$ cat config.mk
export PLATFORM = sky130hd
export DESIGN_NAME = pe_group_sched
export DESIGN_NICKNAME = d
export VERILOG_FILES = /design/src/rtl/pe_group_sched.sv
export SDC_FILE = /design/constraint.sdc
export NUM_CORES = 1
export LEC_CHECK = 0
export CAP_MARGIN = 20
export CORE_MARGIN = 10
export CORE_UTILIZATION = 47
export DETAILED_ROUTE_END_ITERATION = 6
export HOLD_SLACK_MARGIN = 0.03
export PLACE_DENSITY = 0.74
export SYNTH_ARGS = -nofsm -noshare
export SYNTH_HDL_FRONTEND = slang
export SYNTH_SLANG_ARGS = --single-unit
export TNS_END_PERCENT = 100
$ cat constraint.sdc
create_clock -name clk -period 1.9 [get_ports clk]
set_input_delay 0.57 -clock clk [delete_from_list [all_inputs] [get_ports clk]]
set_output_delay 0.57 -clock clk [all_outputs]
set_load 0.02 [all_outputs]
$ cat src/rtl/pe_group_sched.sv
// pe_group_sched
// Sequencer for one 8-in/4-out tanh processing element that is time-shared
// across a reservoir. One reservoir update walks N_GROUPS output groups:
// each group index is issued to the weight ROM and the input-state mux.
// After the ROM read and PE pipeline latency, the matching PE result is
// written into the next-state buffer. swap/done pulse when the update ends.
//
// Ports:
//   clk       in   1       system clock, rising edge
//   rst       in   1       synchronous reset, active high
//   start     in   1       request one reservoir update (sampled in IDLE only)
//   busy      out  1       update in progress
//   done      out  1       1-cycle pulse, update complete
//   swap      out  1       1-cycle pulse, flip the state ping-pong buffer
//   grp_addr  out  ADDR_W  group index to weight ROM and input-state mux
//   pe_ce     out  1       PE output-register enable (equals busy)
//   wr_en     out  1       write current PE Q into the next-state buffer
//   wr_addr   out  ADDR_W  group index for wr_en
//
// Optional feature macro: PE_GROUP_SCHED_MULTISTEP_EN
//   When defined, adds n_steps [15:0] (sampled with start) and
//   step_cnt [15:0]. n_steps updates then run back to back. swap pulses
//   after every update. done pulses only after the last update.
//   n_steps = 0 behaves as 1.
module pe_group_sched #(
  parameter int WORD_LEN = 16,
  parameter int NEU_IN   = 8,
  parameter int NEU_OUT  = 4,
  parameter int N_GROUPS = 8,
  parameter int ADDR_W   = 3,
  parameter int PE_LAT   = 2
) (
  input  logic              clk,
  input  logic              rst,
  input  logic              start,
  output logic              busy,
  output logic              done,
  output logic              swap,
  output logic [ADDR_W-1:0] grp_addr,
  output logic              pe_ce,
  output logic              wr_en,
  output logic [ADDR_W-1:0] wr_addr
`ifdef PE_GROUP_SCHED_MULTISTEP_EN
  ,
  input  logic [15:0]       n_steps,
  output logic [15:0]       step_cnt
`endif
);

  // ROM read latency plus PE latency.
  localparam int LAT = 1 + PE_LAT;

  // Reject configurations that cannot work.
  generate
    if (N_GROUPS < 1 || (2 ** ADDR_W) < N_GROUPS || PE_LAT < 0 ||
        WORD_LEN < 1 || NEU_IN < 1 || NEU_OUT < 1) begin : g_bad_cfg
      $error("pe_group_sched: invalid parameter set");
    end
  endgenerate

  typedef enum logic [1:0] {IDLE, ISSUE, DRAIN, FIN} state_t;

  state_t            state_r;
  state_t            state_nx_s;
  logic              pv_r [LAT];
  logic [ADDR_W-1:0] pa_r [LAT];
  logic              last_grp_s;
  logic              last_wr_s;
  logic              last_step_s;

  // The terminal group is detected with an exact compare, so a counter
  // wider than N_GROUPS never wraps.
  assign last_grp_s = (grp_addr == ADDR_W'(N_GROUPS - 1));
  assign last_wr_s  = wr_en && (wr_addr == ADDR_W'(N_GROUPS - 1));

  // Writes come straight from the last stage of the delay line.
  assign wr_en   = pv_r[LAT-1];
  assign wr_addr = pa_r[LAT-1];

`ifdef PE_GROUP_SCHED_MULTISTEP_EN
  logic [15:0] n_last_r;
  assign last_step_s = (step_cnt == n_last_r);
`else
  assign last_step_s = 1'b1;
`endif

  // Next-state decode.
  always_comb begin
    state_nx_s = state_r;
    case (state_r)
      IDLE: begin
        if (start) state_nx_s = ISSUE;
        else       state_nx_s = IDLE;
      end
      ISSUE: begin
        if (last_grp_s) state_nx_s = DRAIN;
        else            state_nx_s = ISSUE;
      end
      DRAIN: begin
        if (last_wr_s) state_nx_s = FIN;
        else           state_nx_s = DRAIN;
      end
      FIN: begin
        // Between steps, go straight back to ISSUE so busy never drops.
        if (last_step_s) state_nx_s = IDLE;
        else             state_nx_s = ISSUE;
      end
      default: state_nx_s = IDLE;
    endcase
  end

  // State register, registered outputs and the write delay line.
  always_ff @(posedge clk) begin
    if (rst) begin
      state_r  <= IDLE;
      busy     <= 1'b0;
      pe_ce    <= 1'b0;
      done     <= 1'b0;
      swap     <= 1'b0;
      grp_addr <= {ADDR_W{1'b0}};
      for (int i = 0; i < LAT; i++) begin
        pv_r[i] <= 1'b0;
        pa_r[i] <= {ADDR_W{1'b0}};
      end
    end else begin
      state_r <= state_nx_s;
      // Outputs are decoded from the next state so they line up with it.
      busy  <= (state_nx_s == ISSUE) || (state_nx_s == DRAIN) ||
               ((state_nx_s == FIN) && !last_step_s);
      pe_ce <= (state_nx_s == ISSUE) || (state_nx_s == DRAIN) ||
               ((state_nx_s == FIN) && !last_step_s);
      done  <= (state_nx_s == FIN) && last_step_s;
      swap  <= (state_nx_s == FIN);
      if (state_nx_s == ISSUE) begin
        if (state_r == ISSUE) grp_addr <= grp_addr + ADDR_W'(1);
        else                  grp_addr <= {ADDR_W{1'b0}};
      end else begin
        grp_addr <= grp_addr;
      end
      // A group present on grp_addr during ISSUE reaches wr_en LAT cycles later.
      pv_r[0] <= (state_r == ISSUE);
      pa_r[0] <= grp_addr;
      for (int i = 1; i < LAT; i++) begin
        pv_r[i] <= pv_r[i-1];
        pa_r[i] <= pa_r[i-1];
      end
    end
  end

`ifdef PE_GROUP_SCHED_MULTISTEP_EN
  // Step bookkeeping: the index advances when the next step's ISSUE begins.
  always_ff @(posedge clk) begin
    if (rst) begin
      step_cnt <= 16'd0;
      n_last_r <= 16'd0;
    end else if (state_r == IDLE && state_nx_s == ISSUE) begin
      step_cnt <= 16'd0;
      n_last_r <= (n_steps == 16'd0) ? 16'd0 : (n_steps - 16'd1);
    end else if (state_r == FIN && state_nx_s == ISSUE) begin
      step_cnt <= step_cnt + 16'd1;
      n_last_r <= n_last_r;
    end else if (state_nx_s == IDLE) begin
      step_cnt <= 16'd0;
      n_last_r <= n_last_r;
    end else begin
      step_cnt <= step_cnt;
      n_last_r <= n_last_r;
    end
  end
`endif

endmodule

==> summary.md, run 1 <==
| Metric | Value |
|---|---|
| Gr usage total | 0.0715 |
| Core Region | 1320 um^2 |
| Met2 wire len | 460 um |
| Worst slew margin | 0.847 |
| Commonest non-fill, non-tap cells in the layout | dfxtp_1 (19), nor2b_1 (12), clkdlybuf4s50_1 (10), nand2_1 (4), ha_1 (4) |
| Post-DP HPWL | 839 um |
| WL final | 1050 um |
| Max Slew Vio Count | 0 |
| Critical path depth in cells | 1 |
| Register area share after synthesis | 0.569 |
| CP Capture Type | output pin |
| Global-route wire length before repair | 1830 um |
| Leakage | 0.395 nW |
| Final Cycle Share | 0.955 |
| Power Dens Cells | 791 nW/um^2 |
| Count of cell types in the netlist | 18 |
| Number of nets in the layout | 84 |
| Worst hold path class | reg -> reg |
| CP max-delay cell | clkdlybuf4s50_1 |
| Antenna violations before repair | 0 |
| # hold bufs at CTS | 0 |
| Finish-stage setup viols | 0 |
| Number of port buffers | 13 |
| Minimum clock period after layout | 1.81 ns |
| Drt initial violations | 4 |
| Pre-CTS setup slack | 0.00808 ns |
| FF-to-FF path depth | 7 |
| Syn Nets | 69 |
| Setup TNS | 0 ns |
| CP Buf/Inv Count | 1 |
| VDD IR-drop max | 0.449 mV |
| Metal-1 WL | 461 um |
| Crit-path leading delay family | buffers and inverters |
| Die Span X | 57.7 um |
| Vias/cell | 4.52 |
| Met3 WL | 119 um |
| Top Metal Used | met4 |
| GP Congestion | 0.661 |
| Area Growth Syn to Fin | 26.4% |
| Status | finished, final reports clean |
| Max clock buf depth | 2 |
| DRC viols | 0 |
| Setup Buffers After CTS | 0 |
| Cell area after placement | 811 um^2 |
| Mapped Area | 668 um^2 |
| Clock sinks | 19 |
| Post-Syn Instances | 62 |
| Die span in y | 57.7 um |
| Pin slew with the least headroom to its limit | 0.228 ns |
| Vias in the first global route | 409 |
| Synthesized area per cell | 10.8 um^2 |
| Layout Skew | 0.00441 ns |
| Final hold violation count | 0 |
| First-pass DRT Iterations | 3 |
| Total grt overflow | 0 |
| Area of the die | 3330 um^2 |
| Final worst slack | 0.0857 ns |
| FILL cells | 110 |
| CP arrival | 1.24 ns |
| Clk slew on worst S/H paths | 0.11 ns |
| H-Tree Depth | 1 |
| Share of cells above drive strength 1 | 0.118 |
| Inserted Diodes | 0 |
| Average routed wire per standard cell | 11.6 um |
| Largest net degree at the start of global routing | 16 |
| Kind of critical path | reg -> out |
| Fin area | 845 um^2 |
| Commonest non-fill, non-tap cell in the layout | dfxtp_1 |
| Crit-path cells | clkdlybuf4s50_1 |
| Max incr delay on CP | 0.61 ns |
| RSZ-0062 raised after global routing | no |
| Critical path peak fanout | 2 |
| CP Launch Type | flop |
| Root buffer cell | clkbuf_4 |
| Worst-Skew Late Latency | 0.29 ns |
| Cell Rows | 13 |
| Hold Path Stages | 1 |
| Fmax | 0.551 GHz |
| Critical path data required time | 1.33 ns |
| Vias | 411 |
| I/O Pins | 14 |
| Number of buffers created by CTS | 3 |
| Starting Density | 0.507 |
| Synth Warn # | 0 |
| CTS tree | done |
| #FFs+latches synth | 19 |
| Max-Cap Viols | 0 |
| Hold Slack | 0.443 ns |
| Final ANT Viol Nets | 0 |
## per-layer routing
layer / up-vias / track usage
met1: 174 / 0.0682
met4: 0 / 0.0503
met5: - / 0
li1: 223 / -
met3: 2 / 0.0545
met2: 12 / 0.104
## Yosys cell counts, drive strengths merged
cell,instances,share of area
dfxtp,19,0.57
nor2b,12,0.11
buf,5,0.056
ha,4,0.075
nand2,4,0.022
inv,3,0.017
nor2,3,0.021
a21oi,2,0.015
o2bb2ai,2,0.026
clkbuf,1,0.0056
mux2,1,0.017
nand2b,1,0.0094
nand4,1,0.0094
o21a,1,0.011
o21ai,1,0.0075
or2,1,0.0094
or3b,1,0.017
## cells by family (layout without fill, tap and decap cells)
kind of cell / Yosys count / in the layout / share of synthesized area
AO/OA/AOI/OAI: 6 / 6 / 0.0599
adder cells (fa/ha/maj): 4 / 4 / 0.0749
buffers and inverters: 9 / 23 / 0.0787
flip-flops: 19 / 19 / 0.569
multiplexers: 1 / 1 / 0.0169
AND/OR/NAND/NOR: 23 / 23 / 0.200
## path summary, 6_finish.rpt
kind	startpoint	end	slack, ns
setup / recovery	pa_r[0][7]$_SDFF_PP0_	wr_addr[1]	0.09
hold / removal	pa_r[0][1]$_SDFF_PP0_	pa_r[0][4]$_SDFF_PP0_	0.44
setup reg to reg	grp_addr[0]$_SDFFE_PP0N_	grp_addr[0]$_SDFFE_PP0N_	0.19
hold reg to reg	pa_r[0][1]$_SDFF_PP0_	pa_r[0][4]$_SDFF_PP0_	0.44
## through the flow
stage	power (W)	util	std cells
global placement	0.000476	0.615	87
global route	0.000703	0.641	91
finish	0.000668	0.641	91
CTS	0.000678	0.637	91
detailed placement	0.000477	0.615	87
floorplan	0.000449	-	62
## cell type report
class	count	area, um^2	share of cell area
Clock buffer	3	22.5	0.0267
Clock inverter	1	7.51	0.00889
Inverter	3	11.3	0.0133
Multi-Input combinational cell	34	235	0.279
Sequential cell	19	380	0.450
Tap cell	15	18.8	0.0222
Timing Repair Buffer	16	169	0.200
## sequential cells by signal (all words and copies together) (netlist names)
signal,count
pv_r,3
pa_r,9
swap,1
state_r,2
grp_addr,3
pe_ce,1
## power by group
part           total (W)  switching, W  leakage [nW]  internal (W)
clock           0.000202      0.000122        0.0139     0.0000800
sequential      0.000412    0.00000491         0.154      0.000407
combinational  0.0000538     0.0000251         0.227     0.0000287
total           0.000668      0.000152         0.395      0.000516
## timing repair
| action | in CTS | in global routing |
|---|---|---|
| gates cloned | 0 | 0 |
| gates resized for setup | 1 | 2 |
| pin swaps | 0 | 0 |
| endpoints found under the setup margin | 1 | 2 |
Power figures use the tool's default switching activity.
==> inputs of run 2 (changes only) <==
CORE_MARGIN = default   (was 10)
==> summary.md, run 2 (synthesized netlist as in run 1, its figures left out) <==
| Metric | Value |
|---|---|
| CP Capture Type | output pin |
| H-Tree Depth | 1 (unchanged) |
| # hold bufs at CTS | 0 (unchanged) |
| FF-to-FF path depth | 7 (unchanged) |
| Die Span X | 39.7 um (-31%) |
| Registers with the most flip-flops | pa_r: 9 flops, grp_addr: 3 flops, pv_r: 3 flops |
| Starting Density | 0.507 (unchanged) |
| Commonest non-fill, non-tap cells in the layout | dfxtp_1 (19), nor2b_1 (12), clkdlybuf4s50_1 (12), nand2_1 (4), buf_4 (4) |
| Number of port buffers | 13 (unchanged) |
| Global-route wire length before repair | 1440 um (-21%) |
| CP Launch Type | flop |
| Clk slew on worst S/H paths | 0.10 ns (about the same) |
| Crit-path leading delay family | buffers and inverters |
| CP arrival | 1.28 ns (+0.04 ns) |
| Leakage | 0.358 nW (-9.3%) |
| Inserted Diodes | 0 (unchanged) |
| Worst hold path class | reg -> reg |
| I/O Pins | 14 (unchanged) |
| Critical path data required time | 1.33 ns (about the same) |
| Minimum clock period after layout | 1.85 ns (+0.0307 ns) |
| VDD IR-drop max | 0.513 mV (+14%) |
| Final Cycle Share | 0.971 (+0.0162) |
| Net switching power | 0.000140 W (-7.8%) |
| Antenna violations before repair | 0 (unchanged) |
| Sw Ratio | 0.213 (-0.0139) |
| Cell Rows | 13 (unchanged) |
| Worst-Skew Late Latency | 0.28 ns (about the same) |
| Status | finished, final reports clean |
| Max incr delay on CP | 0.62 ns (about the same) |
| Internal Power | 0.000516 W (about the same) |
| Largest Register | pa_r |
| Final hold violation count | 0 (unchanged) |
| Fin area | 833 um^2 (-1.3%) |
| DRC viols | 0 (unchanged) |
| Total grt overflow | 0 (unchanged) |
| Largest register FFs | 9 (unchanged) |
| Post-DP HPWL | 737 um (-12%) |
| Clock group share of total power | 0.294 (-0.008) |
| Hold Path Stages | 1 (unchanged) |
| Number of nets in the layout | 85 (+1.2%) |
| Clock sinks | 19 (unchanged) |
| Inst Count DP | 88 (+1.1%) |
| CP Buf/Inv Count | 1 (unchanged) |
| Max clock buf depth | 2 (unchanged) |
| Final worst slack | 0.0550 ns (-0.0307 ns) |
| Pre-CTS setup slack | -0.0707 ns (-0.0787 ns) |
| Fmax | 0.542 GHz (-1.7%) |
| RSZ-0062 raised after global routing | no |
| First-pass DRT Iterations | 4 (+1) |
| Worst slew margin | 0.854 (+0.00705) |
| Commonest non-fill, non-tap cell in the layout | dfxtp_1 |
| FILL cells | 114 (+3.6%) |
| Gr usage total | 0.141 (+0.0698) |
| Largest net degree at the start of global routing | 11 (-5) |
| Die span in y | 39.7 um (-31%) |
| Vias/cell | 4.51 (-0.12%) |
| Combinational Power Share | 0.078 (-0.003) |
| Root buffer cell | clkbuf_4 |
| Share of cells above drive strength 1 | 0.130 (+0.0114) |
| Kind of critical path | reg -> out |
| Finish-stage setup viols | 0 (unchanged) |
| Vias | 415 (+0.97%) |
| WL final | 938 um (-11%) |
| Area Growth Syn to Fin | 24.7% |
| Crit-path cells | clkdlybuf4s50_1 |
| Vias in the first global route | 338 (-17%) |
| Sequential fraction of design power | 0.629 (+0.012) |
| Setup Buffers After CTS | 0 (unchanged) |
| Critical path peak fanout | 3 (+1) |
| Power Dens Cells | 787 nW/um^2 (-0.48%) |
| CTS tree | done |
| Average routed wire per standard cell | 10.2 um (-12%) |
| Flop2flop setup slack | 0.12 ns (-0.07 ns) |
| CP max-delay cell | clkdlybuf4s50_1 |
| Number of buffers created by CTS | 3 (unchanged) |
| Critical path depth in cells | 1 (unchanged) |
| Area of the die | 1580 um^2 (-53%) |
| Reg2Reg Capture Point | grp_addr[0]$_SDFFE_PP0N_ |
| Max-Cap Viols | 0 (unchanged) |
| Launching point of the worst reg2reg path | grp_addr[0]$_SDFFE_PP0N_ |
| Final ANT Viol Nets | 0 (unchanged) |
| Layout Skew | 0.00686 ns (+0.00245 ns) |
| Pin slew with the least headroom to its limit | 0.216 ns (-0.0125 ns) |
| Hold EP | pa_r[0][4]$_SDFF_PP0_ |
| Max Slew Vio Count | 0 (unchanged) |
| Core Region | 1320 um^2 (unchanged) |
| GP Congestion | 0.721 (+9.1%) |
| Cell area after placement | 806 um^2 (-0.62%) |
| Drt initial violations | 5 (+1) |
| Hold wc startpoint | pa_r[0][1]$_SDFF_PP0_ |
| Post-Layout Cell Count | 92 (+1.1%) |
## run 2: cell count changes in the layout (fill, tap and decap cells not counted), sizes merged
cell / previous run / this run
clkdlybuf4s50: 10 / 12
buf: 3 / 4
clkbuf: 3 / 4
clkinvlp: 1 / 0
dlymetal6s2s: 2 / 0
## run 2: routing by layer
metal,vias up,part of all wire,global-route usage
li1,224,-,-
met1,178,0.49,0.175
met2,11,0.44,0.221
met3,2,0.048,0.0511
met4,0,0.013,0.0517
met5,-,0,0
## run 2: layout make-up
class / instances / area, um^2 / share of cell area
flip-flops and latches: 19 / 380 / 0.456
clock buffers: 4 / 26.3 / 0.0315
repair buffers: 17 / 159 / 0.191
multi-input cells: 34 / 238 / 0.285
well taps: 15 / 18.8 / 0.0225
inverters: 3 / 11.3 / 0.0135
## run 2: what timing repair did
action	CTS	global route
cloned	0	0
pin swaps	0	0
gates resized for setup	1	1
setup endpoints to repair	1	1
## run 2: worst max path at each step
stage | from | end
floorplan | grp_addr[0]$_SDFFE_PP0N_ | grp_addr[0]$_SDFFE_PP0N_
global placement | start | grp_addr[0]$_SDFFE_PP0N_
detailed placement | start | grp_addr[0]$_SDFFE_PP0N_
CTS | grp_addr[2]$_SDFFE_PP0N_ | grp_addr[2]
global route | grp_addr[0]$_SDFFE_PP0N_ | grp_addr[0]$_SDFFE_PP0N_
finish | grp_addr[2]$_SDFFE_PP0N_ | grp_addr[2]
## run 2: stage by stage
step                total power [W]  hold WS (ns)  setup TNS (ns)  utilization
finish                     0.000656         0.444               0        0.632
global route               0.000691         0.466               0        0.632
CTS                        0.000665         0.447               0        0.631
detailed placement         0.000474         0.423         -0.0707        0.612
global placement           0.000473         0.417         -0.0265        0.612
floorplan                  0.000449         0.414               0            -
## run 2: power groups by stage
stage	Combinational (W)	Clock [W]	Sequential, W
finish	0.0000509	0.000193	0.000412
global placement	0.0000520	0	0.000421
CTS	0.0000512	0.000201	0.000413
floorplan	0.0000235	0	0.000425
detailed placement	0.0000520	0	0.000422
global route	0.0000560	0.000220	0.000414
